## src/rtl/chocorrol_fetch.sv

```systemverilog
// Instruction sequencer for the Chocorrol datapath: host-loaded program memory,
// one word per cycle on instruccion_o with stall back-pressure and HALT detection.
module chocorrol_fetch #(
   parameter int unsigned DEPTH = 16,
   parameter int unsigned AW    = 4,
   parameter int unsigned IW    = 20
) (
   input  logic          clk,
   input  logic          rst_n,
   input  logic          wr_en_i,
   input  logic [AW-1:0] wr_addr_i,
   input  logic [IW-1:0] wr_data_i,
   output logic          wr_err_o,
   input  logic [AW:0]   prog_len_i,
   input  logic          start_i,
   input  logic          stall_i,
   output logic [IW-1:0] instruccion_o,
   output logic          instr_valid_o,
   input  logic [31:0]   resultado_i,
   output logic [31:0]   last_result_o,
   output logic [AW-1:0] pc_o,
   output logic          busy_o,
   output logic          done_o,
   output logic          halted_o
);

   typedef enum logic [1:0] {S_IDLE, S_RUN, S_FIN} state_e;

   localparam int unsigned CW = AW + 1;

   state_e        state_q, state_d;
   logic [CW-1:0] len_q, len_d;
   logic [CW-1:0] cnt_q, cnt_d;
   logic [IW-1:0] instr_q, instr_d;
   logic          valid_q, valid_d;
   logic [AW-1:0] pc_q, pc_d;
   logic [31:0]   last_q, last_d;
   logic          busy_q, busy_d;
   logic          done_q, done_d;
   logic          halted_q, halted_d;
   logic          wr_err_q, wr_err_d;

   logic [IW-1:0] mem_q [DEPTH];

   logic          wr_ok;
   logic [IW-1:0] word0;
   logic [AW-1:0] pc_inc;
   logic [IW-1:0] next_word;
   logic [CW-1:0] cnt_inc;
   logic [CW-1:0] len_clamp;

   assign wr_ok     = wr_en_i && (state_q == S_IDLE);
   // A write landing with START at address 0 must be seen by the first fetch.
   assign word0     = (wr_ok && (wr_addr_i == '0)) ? wr_data_i : mem_q[0];
   assign pc_inc    = pc_q + AW'(1);
   assign next_word = mem_q[pc_inc];
   assign cnt_inc   = cnt_q + CW'(1);
   assign len_clamp = (prog_len_i > CW'(DEPTH)) ? CW'(DEPTH) : prog_len_i;

   always_ff @(posedge clk) begin
      if (wr_ok) begin
         mem_q[wr_addr_i] <= wr_data_i;
      end
   end

   // Next-state and registered-output logic.
   always_comb begin
      state_d  = state_q;
      len_d    = len_q;
      cnt_d    = cnt_q;
      instr_d  = instr_q;
      valid_d  = valid_q;
      pc_d     = pc_q;
      last_d   = last_q;
      halted_d = halted_q;
      wr_err_d = wr_en_i && (state_q != S_IDLE);

      case (state_q)
         S_IDLE: begin
            if (start_i) begin
               len_d    = len_clamp;
               cnt_d    = '0;
               halted_d = 1'b0;
               if (len_clamp == '0) begin
                  state_d = S_FIN;
               end else if (word0[IW-1 -: 2] == 2'b11) begin
                  state_d  = S_FIN;
                  halted_d = 1'b1;
               end else begin
                  state_d = S_RUN;
                  instr_d = word0;
                  pc_d    = '0;
                  valid_d = 1'b1;
               end
            end
         end
         S_RUN: begin
            if (valid_q && !stall_i) begin
               last_d = resultado_i;
               cnt_d  = cnt_inc;
               if (cnt_inc == len_q) begin
                  state_d = S_FIN;
                  valid_d = 1'b0;
               end else if (next_word[IW-1 -: 2] == 2'b11) begin
                  state_d  = S_FIN;
                  valid_d  = 1'b0;
                  halted_d = 1'b1;
               end else begin
                  instr_d = next_word;
                  pc_d    = pc_inc;
               end
            end
         end
         S_FIN: begin
            state_d = S_IDLE;
         end
         default: begin
            state_d = S_IDLE;
            valid_d = 1'b0;
         end
      endcase

      done_d = (state_d == S_FIN);
      busy_d = (state_d != S_IDLE);
   end

   always_ff @(posedge clk or negedge rst_n) begin
      if (!rst_n) begin
         state_q  <= S_IDLE;
         len_q    <= '0;
         cnt_q    <= '0;
         instr_q  <= '0;
         valid_q  <= 1'b0;
         pc_q     <= '0;
         last_q   <= '0;
         busy_q   <= 1'b0;
         done_q   <= 1'b0;
         halted_q <= 1'b0;
         wr_err_q <= 1'b0;
      end else begin
         state_q  <= state_d;
         len_q    <= len_d;
         cnt_q    <= cnt_d;
         instr_q  <= instr_d;
         valid_q  <= valid_d;
         pc_q     <= pc_d;
         last_q   <= last_d;
         busy_q   <= busy_d;
         done_q   <= done_d;
         halted_q <= halted_d;
         wr_err_q <= wr_err_d;
      end
   end

   assign instruccion_o = instr_q;
   assign instr_valid_o = valid_q;
   assign pc_o          = pc_q;
   assign last_result_o = last_q;
   assign busy_o        = busy_q;
   assign done_o        = done_q;
   assign halted_o      = halted_q;
   assign wr_err_o      = wr_err_q;

endmodule

```

## config.mk

```make
export PLATFORM = sky130hd
export DESIGN_NAME = chocorrol_fetch
export DESIGN_NICKNAME = d
export VERILOG_FILES = /design/src/rtl/chocorrol_fetch.sv
export SDC_FILE = /design/constraint.sdc
export NUM_CORES = 1
export LEC_CHECK = 0
export ABC_AREA = 1
export CORE_MARGIN = 2
export CORE_UTILIZATION = 24
export CTS_BUF_LIST = sky130_fd_sc_hd__clkbuf_8
export DETAILED_ROUTE_END_ITERATION = 12
export GPL_TIMING_DRIVEN = 0
export RECOVER_POWER = 50
export SKIP_LAST_GASP = 1
export SLEW_MARGIN = 20
export SYNTH_ARGS = -nofsm -noshare
export SYNTH_HDL_FRONTEND = slang
export SYNTH_SLANG_ARGS = --single-unit
```

## constraint.sdc

```tcl
create_clock -name clk -period 3.1 [get_ports clk]
set_input_delay 0.62 -clock clk [delete_from_list [all_inputs] [get_ports clk]]
set_output_delay 0.62 -clock clk [all_outputs]
set_load 0.005 [all_outputs]
```

# After elaboration in Yosys (flattened, before gate mapping)
# Memories as Yosys holds them, arrays and structs flattened.
# Index checks and enable logic that the tools add are counted.
# word_totals
reg_bits	73
ram_bits	320
inputBits	66
output_inout_bits	61
elab_cells	89
memories	1
# classes
addsub	2
magnitude_cmp	1
eq_ne	14
mux	42
bitwise	1
n_reduce_logical	17
# mem_list
memory	words	word_bits	read_ports	rd_clocked_by_memory_dff	write_ports	line	text
mem_q	16	20	2	0	1	43	logic [IW-1:0] mem_q [DEPTH];
# op_table
operator	count
2-to-1 mux 20 bit	7
case mux 20 bit (2 select lines)	1
2-to-1 mux 4 bit	6
2-to-1 mux 5 bit	3
2-to-1 mux 1 bit	14
inequality test 2 bit, second input constant	7
2-to-1 mux 2 bit	6
case mux 5 bit (2 select lines)	1
== test 2 bit, second input constant	4
case mux 4 bit (2 select lines)	1
AND reduction 7 bit	1
AND reduction 6 bit	1
nonzero test 2 bit	3
adder 5 x 1 -> 5 bit, second input constant	1
== test 5 bit	1
greater-than comparator 5 bit, second input constant	1
logical NOT 5 bit	1
AND reduction 5 bit	1
adder 4 x 1 -> 4 bit, second input constant	1
logical AND 1 bit	4
logical NOT 4 bit	1
case mux 2 bit (2 select lines)	1
AND reduction 2 bit	2
inequality test 3 bit, second input constant	1
7 further kinds	7

# Depth between registers and ports, before layout
# Gate-level depths: netlist of the first run.
# depth
word_depth	10
depth_mapped	16
depth_no_buf	15

# Least setup slack after synthesis of the first run
# No wires, ideal clock.
# synth_path
path_type	input -> register
from	input port wr_addr_i[1]
to	register pc_q[2], in the netlist pc_o[2]
setup_ps	117
arrival_ps	2544
t_required_ps	2983
slack_ps	439
path_stages	11
n_path_buf	1
path_cell_list	nor2_1 -> nand2_1 -> nor2_1 -> nand2_1 -> nand2_2 -> nand3_2 -> nand2_4 -> nor2_8 -> buf_2 -> nand3_1 -> nand2_1
# synth_between
elab_chain_cells	6
# synth_rtl
element	line	text
start: declaration	11	input logic [AW-1:0] wr_addr_i,
logical NOT 4 bit	54	assign word0 = (wr_ok && (wr_addr_i == '0)) ? wr_data_i : mem_q[0];
logical AND 1 bit	54	
2-to-1 mux 20 bit	54	
== test 2 bit	86	end else if (word0[IW-1 -: 2] == 2'b11) begin
inequality test 2 bit (no source line)	-	
AND reduction 7 bit (no source line)	-	
end signal: assignment	146	pc_q <= pc_d;
end: declaration	36	logic [AW-1:0] pc_q, pc_d;
# Every way passes these cells.
# A chain may end at the register's enable or synchronous reset.

# Worst setup path after layout of the first run
# layout_path
from	register pc_q[0], in the netlist pc_o[0]
to	register instr_q[0], in the netlist instruccion_o[0]
# layout_between
elab_chain_cells	6
elab_cells_between_ends	9
cone_classes	add/sub (1); eq/ne (2); mux (4); reduce/logical (1); memory (1)
# layout_rtl
element	line	text
adder 4 x 1 -> 4 bit *	55	assign pc_inc = pc_q + AW'(1);
memory (16 x 20 bit) *	-	
2-to-1 mux 20 bit	104	end else if (next_word[IW-1 -: 2] == 2'b11) begin
2-to-1 mux 20 bit	101	if (cnt_inc == len_q) begin
2-to-1 mux 20 bit	98	if (valid_q && !stall_i) begin
case mux 20 bit (2 select lines)	78	case (state_q)
end signal: assignment	144	instr_q <= instr_d;
end: declaration	34	logic [IW-1:0] instr_q, instr_d;
# Every way passes the cells marked *; elsewhere a longest branch is shown, timed or not. The select of a mux whose other input is x is not followed.

==> metrics.txt, run 1 <==
post-synth cell types=29; required time worst endpoint=3.66 ns; Initial Util=24.2%; CTS buffer count=67; die area=0.0709 mm²; footprint of the multi-input gates=0.00445 mm²; Synth Register Bits=393; antenna-violating nets left=0; pre-CTS WS=0.0303 ns; Post-CTS Setup Bufs=0; crit path time final=2.81 ns; Mapped Cells=1543; H-Tree Depth=3; post-DR wirelength/cell=16.7 µm; largest net degree at the start of global routing=49; RR Endpoint=instruccion_o[0]; final net count=1817; top cells by area, synth=edfxtp_1 (58%), dfrtp_1 (11%), nand2_1 (8.6%), nor2_1 (5.7%), nand3_1 (4.9%); Synth top area share=58.2%; Worst Hold Depth=2; share of async-settable or async-resettable flops after synthesis=18.6%; CTS tree=yes; # IOs=127; Setup-failing EPs final=0; final period utilization=90.6%; DP Wirelength=31.5 mm; Setup WS post-layout=0.290 ns; syn_area_per_cell=10.7 µm²; GPL Wtd Cong=0.827; Remaining DRCs=0; clock sinks=393; delay-heaviest family, CP=buffers and inverters; largest area contributor in the netlist=edfxtp_1; vias after detailed routing=11.9k; post-synthesis sequential area ratio=69.3%; FP Rows=96; Non-Filler Instances=2682; Post-synth EDFFs=320; Clock Path Buffers=3; vias in the first global route=11.9k; maximum fanout along the worst path=10; CP Cell Sequence=ha_1 > buf_4 > clkbuf_2 > clkbuf_1 > nand2_1 > nand3_1 > nand3_1 > nand2_1 > nand2_1 > nand2_1 > nand3_1 > nand2_1; CP Class=flop to flop; setup TNS=0 ns; reg2reg start=pc_o[0]; leading register cell type out of synthesis=edfxtp_1; failing checks=max-capacitance violations, max-slew violations; placed cells=2561; fill count=6926; width of the die=266 µm; Worst path slowest cell=clkbuf_1; first-pass GRT wire length=68.5 mm; DR pass1 iterations=7; Synth Cell Area=0.0165 mm²; HP Start=last_result_o[26]; Hold Path End=last_result_o[26]; hold slack=0.469 ns; Critical Path Max Stage Delay=0.54 ns; clock edge transition at the registers on the reported setup and hold paths=0.06 ns; Pwr Density=505 mW/mm²; DRT iter0 DRCs=1044; startpoint types=flop; ratio of cells with drive above 1 in the final layout=9.74%; Die Ht=266 µm; Hold Fails Final Rpt=0; crit path buf inv count=3; total power=10.2 mW; I/O Buffers=126; Slew headroom=-2.20%; status=complete, but fails checks; Core Box Area=0.0683 mm²; top-count cell post-synth=nand2_1; Synth top cells by count=nand2_1 (377), edfxtp_1 (320), nor2_1 (251); Static Leak=7.89 nW; pin slew with the least headroom to its limit=1.53 ns; Ys Warns=0; Seq. cell area=0.0114 mm²; Worst-Skew Late Latency=0.63 ns; grt ovf=0; Final Slew Violations=26; Vias per Instance=4.44; worst path arrival time=3.36 ns; RSZ-0062 raised after global routing=no; final clock skew=0.0266 ns; GRT Util Overall=12.6%; FF-to-FF path depth=12; initial antenna violation count=11; drt total wl=44.8 mm; maximum VDD drop=0.234 mV; area delta synth->final=22.7%; r2r setup slk=0.29 ns; type of the tightest min-delay check=flop to flop; Crit path top cell by count=nand2_1; max-cap viol count=1; syn_nets=1611; root buf cell=clkbuf_8; Crit. End Element=flop; Fmax=0.356 GHz
-- worst max-delay path by stage --
stage | from | end | slack (ns) | cells after the start
final | pc_o[0] | instruccion_o[0] | 0.29 | 12
after global routing | pc_o[0] | instruccion_o[1] | 0.13 | 14
after CTS | pc_o[0] | instruccion_o[14] | 0.02 | 12
after detailed placement | wr_addr_i[1] | instruccion_o[4] | 0.03 | 12
after global placement | rst_n | instruccion_o[2] | -1.05 | 1
after floorplan | wr_addr_i[1] | pc_o[2] | 0.44 | 11
-- per-stage QoR --
stage	util (%)	cell area, µm²
2_1_floorplan	-	16500
3_3_place_gp	27.6	18900
3_5_place_dp	27.9	19100
4_1_cts	29.7	20300
5_1_grt	29.6	20300
6_report	29.6	20300
-- cell usage in the layout, fill, tap and decap left out, types with 20 or more instances in the layout --
| master | count |
|---|---|
| edfxtp_1 | 320 |
| inv_1 | 87 |
| clkbuf_8 | 72 |
| nor2_1 | 239 |
| clkdlybuf4s50_1 | 105 |
| nand3_1 | 163 |
| o21ai_0 | 132 |
| a21oi_1 | 20 |
| dfrtp_1 | 73 |
| buf_2 | 41 |
| nand2_1 | 378 |
| dlygate4sd3_1 | 21 |
| clkbuf_1 | 31 |
-- per-layer routing --
metal / global-route usage [%] / share of wire [%]
met5: 0 / 0.078
met4: 5.12 / 3.5
met3: 3.21 / 6.7
met2: 19.9 / 46
met1: 16.4 / 43
-- repair_timing --
action                     CTS  global route
resized for setup            0             4
setup endpoints to repair    0            17
hold endpoints to repair    25             0
hold buffers                 1             0
-- power by group --
| group | switching (mW) | leakage, nW | internal, mW |
|---|---|---|---|
| Combinational | 0.144 | 3.38 | 0.122 |
| Sequential | 0.0146 | 3.82 | 5.74 |
| Clock | 2.08 | 0.684 | 2.13 |
| Total | 2.24 | 7.89 | 8.00 |
-- worst register-to-register path, stage by stage (launching register included) --
cell,delay [ns]
dfrtp_1,0.49
ha_1,0.33
buf_4,0.17
clkbuf_2,0.33
clkbuf_1,0.55
nand2_1,0.13
nand3_1,0.12
nand3_1,0.18
nand2_1,0.14
nand2_1,0.07
nand2_1,0.08
nand3_1,0.08
nand2_1,0.08
-- cells by family after synthesis --
group,Yosys count,share of synthesized area (%)
AO/OA/AOI/OAI,174,5.59
flip-flops,393,69.3
adder cells (fa/ha/maj),2,0.152
buffers and inverters,153,4.13
AND/OR/NAND/NOR,810,20.3
XOR/XNOR,11,0.583
-- layout make-up --
cell class                 instances  share of cell area, %
sequential                       393                   56.4
multi-input combinational        997                   22.0
timing repair buffer             137                   6.90
tap                              882                   5.45
clock buffer                      72                   4.89
buffer                            84                   2.10
inverter                          69                   1.28
clock inverter                    45                  0.939
antenna                            3                 0.0371
-- registers in the layout, indices dropped and copies added, names as in the netlist --
name / count
mem_q: 320
last_result_o: 32
instruccion_o: 20
cnt_q: 5
len_q: 5
pc_o: 4
state_q: 2
busy_o: 1
done_o: 1
halted_o: 1
instr_valid_o: 1
wr_err_o: 1
Note: power is estimated with default switching activity, not from simulation.
==> run 2, diff against run 1 <==
--- a/config.mk
+++ b/config.mk
@@ -9,8 +9,10 @@
 export CORE_MARGIN = 2
 export CORE_UTILIZATION = 24
 export CTS_BUF_LIST = sky130_fd_sc_hd__clkbuf_8
+export CTS_CLUSTER_SIZE = 20
 export DETAILED_ROUTE_END_ITERATION = 12
 export GPL_TIMING_DRIVEN = 0
+export PLACE_DENSITY = 0.36
 export RECOVER_POWER = 50
 export SKIP_LAST_GASP = 1
 export SLEW_MARGIN = 20
==> run 2 against run 1 <==
The run still ends with max-capacitance violations, max-slew violations left. Flip-flop and latch count unchanged. Worst setup slack got worse by 0.034 ns. Cell count rose by 0.45%. Sequential power barely moved. Global-route usage grew 2.5 points. Routed wire length up 17%.
==> metrics.txt, run 2 (synthesized netlist as in run 1, its figures left out) <==
Worst path slowest cell=dfrtp_2 (was clkbuf_1); Critical Path Max Stage Delay=0.51 ns (was 0.54 ns); Setup-failing EPs final=0 (unchanged); final period utilization=91.7% (was 90.6%); commonest non-fill, non-tap cell in the layout=nand2_1 (unchanged); max reg flops=320 (unchanged); hold slack=0.468 ns (was 0.469 ns); H-Tree Depth=3 (unchanged); DR pass1 iterations=5 (was 7); DP Wirelength=36.2 mm (was 31.5 mm); reg2reg start=pc_o[0] (unchanged); r2r setup slk=0.26 ns (was 0.29 ns); ratio of cells with drive above 1 in the final layout=10.2% (was 9.74%); FF-to-FF path depth=14 (was 12); worst path arrival time=3.39 ns (was 3.36 ns); grt ovf=0 (unchanged); required time worst endpoint=3.65 ns (was 3.66 ns); Initial Util=24.2% (unchanged); clock sinks=393 (unchanged); Vias per Instance=4.34 (was 4.44); Setup WS post-layout=0.257 ns (was 0.290 ns); CP Cell Sequence=ha_1 > buf_4 > clkinvlp_4 > buf_2 > buf_2 > nor2_1 > o21ai_0 > nand3_1 > nand3_1 > nand2_1 > nand2_1 > nand2_1 > nand3_1 > nand2_1 (was ha_1 > buf_4 > clkbuf_2 > clkbuf_1 > nand2_1 > nand3_1 > nand3_1 > nand2_1 > nand2_1 > nand2_1 > nand3_1 > nand2_1); DRT iter0 DRCs=664 (was 1044); type of the tightest min-delay check=flop to flop (unchanged); Util after Layout=30.1% (was 29.6%); I/O Buffers=126 (unchanged); Final Slew Violations=25 (was 26); initial antenna violation count=1 (was 11); maximum fanout along the worst path=10 (unchanged); largest net degree at the start of global routing=50 (was 49); pin slew with the least headroom to its limit=1.54 ns (was 1.53 ns); routed length on met2=25.0 mm (was 20.8 mm); Biggest register=mem_q (unchanged); total power=10.7 mW (was 10.2 mW); Static Leak=8.05 nW (was 7.89 nW); antenna-violating nets left=0 (unchanged); area delta synth->final=24.5% (was 22.7%); CP Class=flop to flop (unchanged); Pwr Density=521 mW/mm² (was 505 mW/mm²); met3 WL=1.90 mm (was 3.02 mm); first-pass GRT wire length=78.8 mm (was 68.5 mm); RR Endpoint=instruccion_o[0] (unchanged); maximum VDD drop=0.220 mV (was 0.234 mV); clock edge transition at the registers on the reported setup and hold paths=0.06 ns (about the same); Hold Path End=last_result_o[10] (was last_result_o[26]); pre-CTS WS=-0.457 ns (was 0.0303 ns); GRT Util Overall=15.0% (was 12.6%); startpoint types=flop (unchanged); Hold Fails Final Rpt=0 (unchanged); Clock Path Buffers=3 (unchanged); Worst Hold Depth=2 (unchanged); Crit path top cell by count=nand2_1 (unchanged); HP Start=last_result_o[10] (was last_result_o[26]); CTS tree=yes (unchanged); wl on met1=23.9 mm (was 19.4 mm); max-cap viol count=1 (unchanged); Fmax=0.352 GHz (was 0.356 GHz); failing checks=max-capacitance violations, max-slew violations (unchanged); GPL Wtd Cong=0.729 (was 0.827); Slew headroom=-2.86% (was -2.20%); # IOs=127 (unchanged); FP Rows=96 (unchanged); Remaining DRCs=0 (unchanged); Crit. End Element=flop (unchanged); die area=0.0709 mm² (unchanged); vias after detailed routing=11.7k (was 11.9k); CTS buffer count=74 (was 67); final clock skew=0.0447 ns (was 0.0266 ns); width of the die=266 µm (unchanged); Worst-Skew Late Latency=0.66 ns (was 0.63 ns); post-DR wirelength/cell=19.4 µm (was 16.7 µm); root buf cell=clkbuf_8 (unchanged); final net count=1825 (was 1817); max layer used=met4 (was met5); drt total wl=52.3 mm (was 44.8 mm); crit path time final=2.84 ns (was 2.81 ns); Core Box Area=0.0683 mm² (unchanged); vias in the first global route=12.3k (was 11.9k); status=complete, but fails checks (unchanged); Die Ht=266 µm (unchanged); most frequent cells in the layout=nand2_1 (378), edfxtp_1 (320), nor2_1 (239) (unchanged); RSZ-0062 raised after global routing=yes (was no)
==> run 2: cell types whose count changed in the layout (fill, tap and decap cells not counted), moves of 4 or more <==
cell	previous run	this run
inv_1	87	94
clkbuf_8	72	78
buf_6	13	5
buf_12	0	6
clkinv_2	5	1
nor2_2	7	1
inv_8	0	4
nor2_4	9	15
==> run 2: worst max path at each step <==
stage | startpoint | endpoint | slack [ns]
final | pc_o[0] | instruccion_o[0] | 0.26
after global routing | pc_o[0] | instruccion_o[4] | -0.01
after CTS | pc_o[0] | instruccion_o[0] | 0.02
after detailed placement | pc_o[0] | instruccion_o[12] | -0.46
after global placement | rst_n | instruccion_o[2] | -1.47
after floorplan | wr_addr_i[1] | pc_o[2] | 0.44
==> run 2: routing by layer <==
layer / vias to the layer above / GRT usage [%]
met2: 224 / 24.8
met5: - / 0
met3: 102 / 2.70
met1: 5689 / 19.8
li1: 5690 / -
met4: 0 / 5.22
==> run 2: where the power goes <==
group          total (mW)  internal (mW)  switching [mW]
Combinational       0.272          0.122           0.149
Clock                4.69           2.35            2.33
Sequential           5.75           5.74          0.0139
==> run 2: per-stage QoR <==
stage | area [µm²] | cells | TNS (ns)
after floorplan | 16500 | 1543 | 0
after CTS | 20600 | 2693 | 0
after global routing | 20600 | 2694 | -0.0101
after global placement | 18900 | 2551 | -308.08
after detailed placement | 19200 | 2562 | -6.87
final | 20600 | 2694 | 0
==> run 2: final cells by class <==
type / count / area [µm²]
Tap cell: 882 / 1100
Clock inverter: 52 / 256
Sequential cell: 393 / 11400
Fill cell: 7057 / 47800
Antenna cell: 1 / 2.50
Inverter: 69 / 263
Timing Repair Buffer: 138 / 1510
Clock buffer: 78 / 1070
Multi-Input combinational cell: 997 / 4490
Buffer: 84 / 427
==> run 2: timing repair <==
action,in CTS,in global routing
setup buffers,0,0
hold buffers,1,0
endpoints found under the setup margin,18,18
hold endpoints to repair,24,0
gates resized for setup,3,4
==> run 2: worst max-delay path, delay by kind of cell (launching register included) <==
family	cells	cell delay (ns)
buf+inv	4	1.00
simple gates	8	0.77
flops	1	0.51
compound gates	1	0.09
fa+ha+maj	1	0.33
==> run 3, diff against run 2 <==
--- a/config.mk
+++ b/config.mk
@@ -15,7 +15,6 @@
 export PLACE_DENSITY = 0.36
 export RECOVER_POWER = 50
 export SKIP_LAST_GASP = 1
-export SLEW_MARGIN = 20
 export SYNTH_ARGS = -nofsm -noshare
 export SYNTH_HDL_FRONTEND = slang
 export SYNTH_SLANG_ARGS = --single-unit
==> run 3 against run 2 <==
The flow still finishes with violations (max-capacitance violations, max-slew violations). First-iteration DRC count up 14%. Via count up 0.10%. Sequential power about the same. Clock skew down 0.015 ns. Critical path depth down 3. Critical endpoint is now instruccion_o[7].
==> metrics.txt, run 3 (synthesized netlist as in run 1, its figures left out) <==
status=complete, but fails checks (unchanged); delay-heaviest family, CP=buffers and inverters (unchanged); Static Leak=8.02 nW (was 8.05 nW); drt total wl=52.5 mm (was 52.3 mm); max reg flops=320 (unchanged); Seq. cell area=0.0114 mm² (about the same); vias in the first global route=12.4k (was 12.3k); Fmax=0.348 GHz (was 0.352 GHz); initial antenna violation count=1 (unchanged); most frequent cells in the layout=nand2_1 (377), edfxtp_1 (320), nor2_1 (239) (was nand2_1 (378), edfxtp_1 (320), nor2_1 (239)); RR Endpoint=instruccion_o[7] (was instruccion_o[0]); Remaining DRCs=0 (unchanged); largest net degree at the start of global routing=50 (unchanged); root buf cell=clkbuf_8 (unchanged); worst path arrival time=3.41 ns (was 3.39 ns); grt ovf=0 (unchanged); Crit path top cell by count=nand2_1 (unchanged); Slew headroom=-2.98% (was -2.86%); Worst path slowest cell=dfrtp_1 (was dfrtp_2); Post-CTS Setup Bufs=0 (unchanged); die area=0.0709 mm² (unchanged); Setup-failing EPs final=0 (unchanged); antenna-violating nets left=0 (unchanged); H-Tree Depth=3 (unchanged); pin slew with the least headroom to its limit=1.54 ns (about the same); hold slack=0.466 ns (was 0.468 ns); CP Capture Point=instruccion_o[7] (was instruccion_o[0]); CTS buffer count=76 (was 74); Hold Fails Final Rpt=0 (unchanged); r2r setup slk=0.23 ns (was 0.26 ns); failing checks=max-capacitance violations, max-slew violations (unchanged); FF-to-FF path depth=11 (was 14); setup TNS=0 ns (unchanged); # IOs=127 (unchanged); DR pass1 iterations=5 (unchanged); pre-CTS WS=-0.497 ns (was -0.457 ns); CP Class=flop to flop (unchanged); Pwr Density=526 mW/mm² (was 521 mW/mm²); cell depth of the worst setup path=11 (was 14); final clock skew=0.0300 ns (was 0.0447 ns); FP Rows=96 (unchanged); Initial Util=24.2% (unchanged); Biggest register=mem_q (unchanged); crit path buf inv count=2 (was 4); crit path from=pc_o[1] (was pc_o[0]); crit path time final=2.87 ns (was 2.84 ns); final period utilization=92.6% (was 91.7%); maximum fanout along the worst path=10 (unchanged); vias after detailed routing=11.7k (about the same); max-cap viol count=1 (unchanged); width of the die=266 µm (unchanged); startpoint types=flop (unchanged); required time worst endpoint=3.64 ns (was 3.65 ns); Die Ht=266 µm (unchanged); CP Cell Sequence=ha_1 > xnor2_1 > buf_2 > buf_2 > nand3_1 > nand3_1 > nand2_1 > nand2_1 > nand2_1 > nand3_1 > nand2_1 (was ha_1 > buf_4 > clkinvlp_4 > buf_2 > buf_2 > nor2_1 > o21ai_0 > nand3_1 > nand3_1 > nand2_1 > nand2_1 > nand2_1 > nand3_1 > nand2_1); area delta synth->final=24.0% (was 24.5%); DRT iter0 DRCs=760 (was 664); Final Instance Area=0.0205 mm² (was 0.0206 mm²); commonest non-fill, non-tap cell in the layout=nand2_1 (unchanged); Final Slew Violations=25 (unchanged); reg2reg start=pc_o[1] (was pc_o[0]); Vias per Instance=4.35 (was 4.34); post-DR wirelength/cell=19.5 µm (was 19.4 µm); CTS tree=yes (unchanged); GPL Wtd Cong=0.729 (unchanged); I/O Buffers=126 (unchanged); Clock Path Buffers=3 (unchanged); first-pass GRT wire length=78.9 mm (was 78.8 mm); dpl cell area=0.0191 mm² (was 0.0192 mm²); Core Box Area=0.0683 mm² (unchanged); Util after Layout=30.0% (was 30.1%); clock sinks=393 (unchanged); clock edge transition at the registers on the reported setup and hold paths=0.06 ns (about the same); type of the tightest min-delay check=flop to flop (unchanged); Worst-Skew Late Latency=0.66 ns (about the same); final net count=1829 (was 1825); ratio of cells with drive above 1 in the final layout=10.5% (was 10.2%); Setup WS post-layout=0.229 ns (was 0.257 ns); GRT Util Overall=15.1% (was 15.0%); RSZ-0062 raised after global routing=no (was yes); Crit. End Element=flop (unchanged); DP Wirelength=36.4 mm (was 36.2 mm); fill count=7055 (was 7057); Critical Path Max Stage Delay=0.51 ns (about the same); maximum VDD drop=0.231 mV (was 0.220 mV); footprint of the multi-input gates=0.00444 mm² (was 0.00449 mm²)
[run 3: cell count changes in the layout (fill, tap and decap cells not counted), sizes merged]
cell / change
buf: +2
dlymetal6s2s: -1
clkdlybuf4s50: -1
dlygate4sd3: +1
inv: -6
clkbuf: +5
clkinvlp: +1
[run 3: metrics by stage]
stage,cells,power [mW]
3_5_place_dp,2564,6.15
5_1_grt,2695,11.2
3_3_place_gp,2551,6.14
2_1_floorplan,1543,5.90
4_1_cts,2694,11.0
6_report,2695,10.8
[run 3: final cells by class]
cell class,count,share of cell area [%]
clock buffer,82,5.51
tap,882,5.39
sequential,393,55.8
clock inverter,47,1.08
multi-input combinational,997,21.7
timing repair buffer,140,7.14
buffer,84,2.08
inverter,69,1.28
antenna,1,0.0122
[run 3: where the power goes]
part | leakage (nW) | total, mW | switching, mW | internal, mW
clock | 0.788 | 4.74 | 2.31 | 2.43
sequential | 3.82 | 5.76 | 0.0140 | 5.74
combinational | 3.41 | 0.270 | 0.148 | 0.122
total | 8.02 | 10.8 | 2.47 | 8.30
[run 3: timing repair]
action                                  4_1_cts  5_1_grt
endpoints found under the hold margin        24        0
resized for setup                             3        2
hold buffers                                  1        0
endpoints found under the setup margin       18       18
[run 3: layer usage]
metal	global-route usage, %	up-vias	routed length [µm]
met5	0	-	0
met4	4.66	0	1340
met3	2.81	93	1810
met2	25.0	220	25100
met1	19.8	5720	24200
li1	-	5684	-
[run 3: worst min path at each step]
stage	from	end	slack [ns]	cells past startpoint
finish	last_result_o[2]	last_result_o[2]	0.47	2
global route	resultado_i[4]	last_result_o[4]	0.48	3
CTS	rst_n	last_result_o[8]	0.39	2
detailed placement	last_result_o[17]	last_result_o[17]	0.46	2
global placement	last_result_o[17]	last_result_o[17]	0.46	2
floorplan	rst_n	busy_o	0.32	0
[run 3: tightest hold or removal path: cells and delay by family (launching register included)]
kind,cells,cell delay [ns]
flops,1,0.34
simple gates,2,0.09
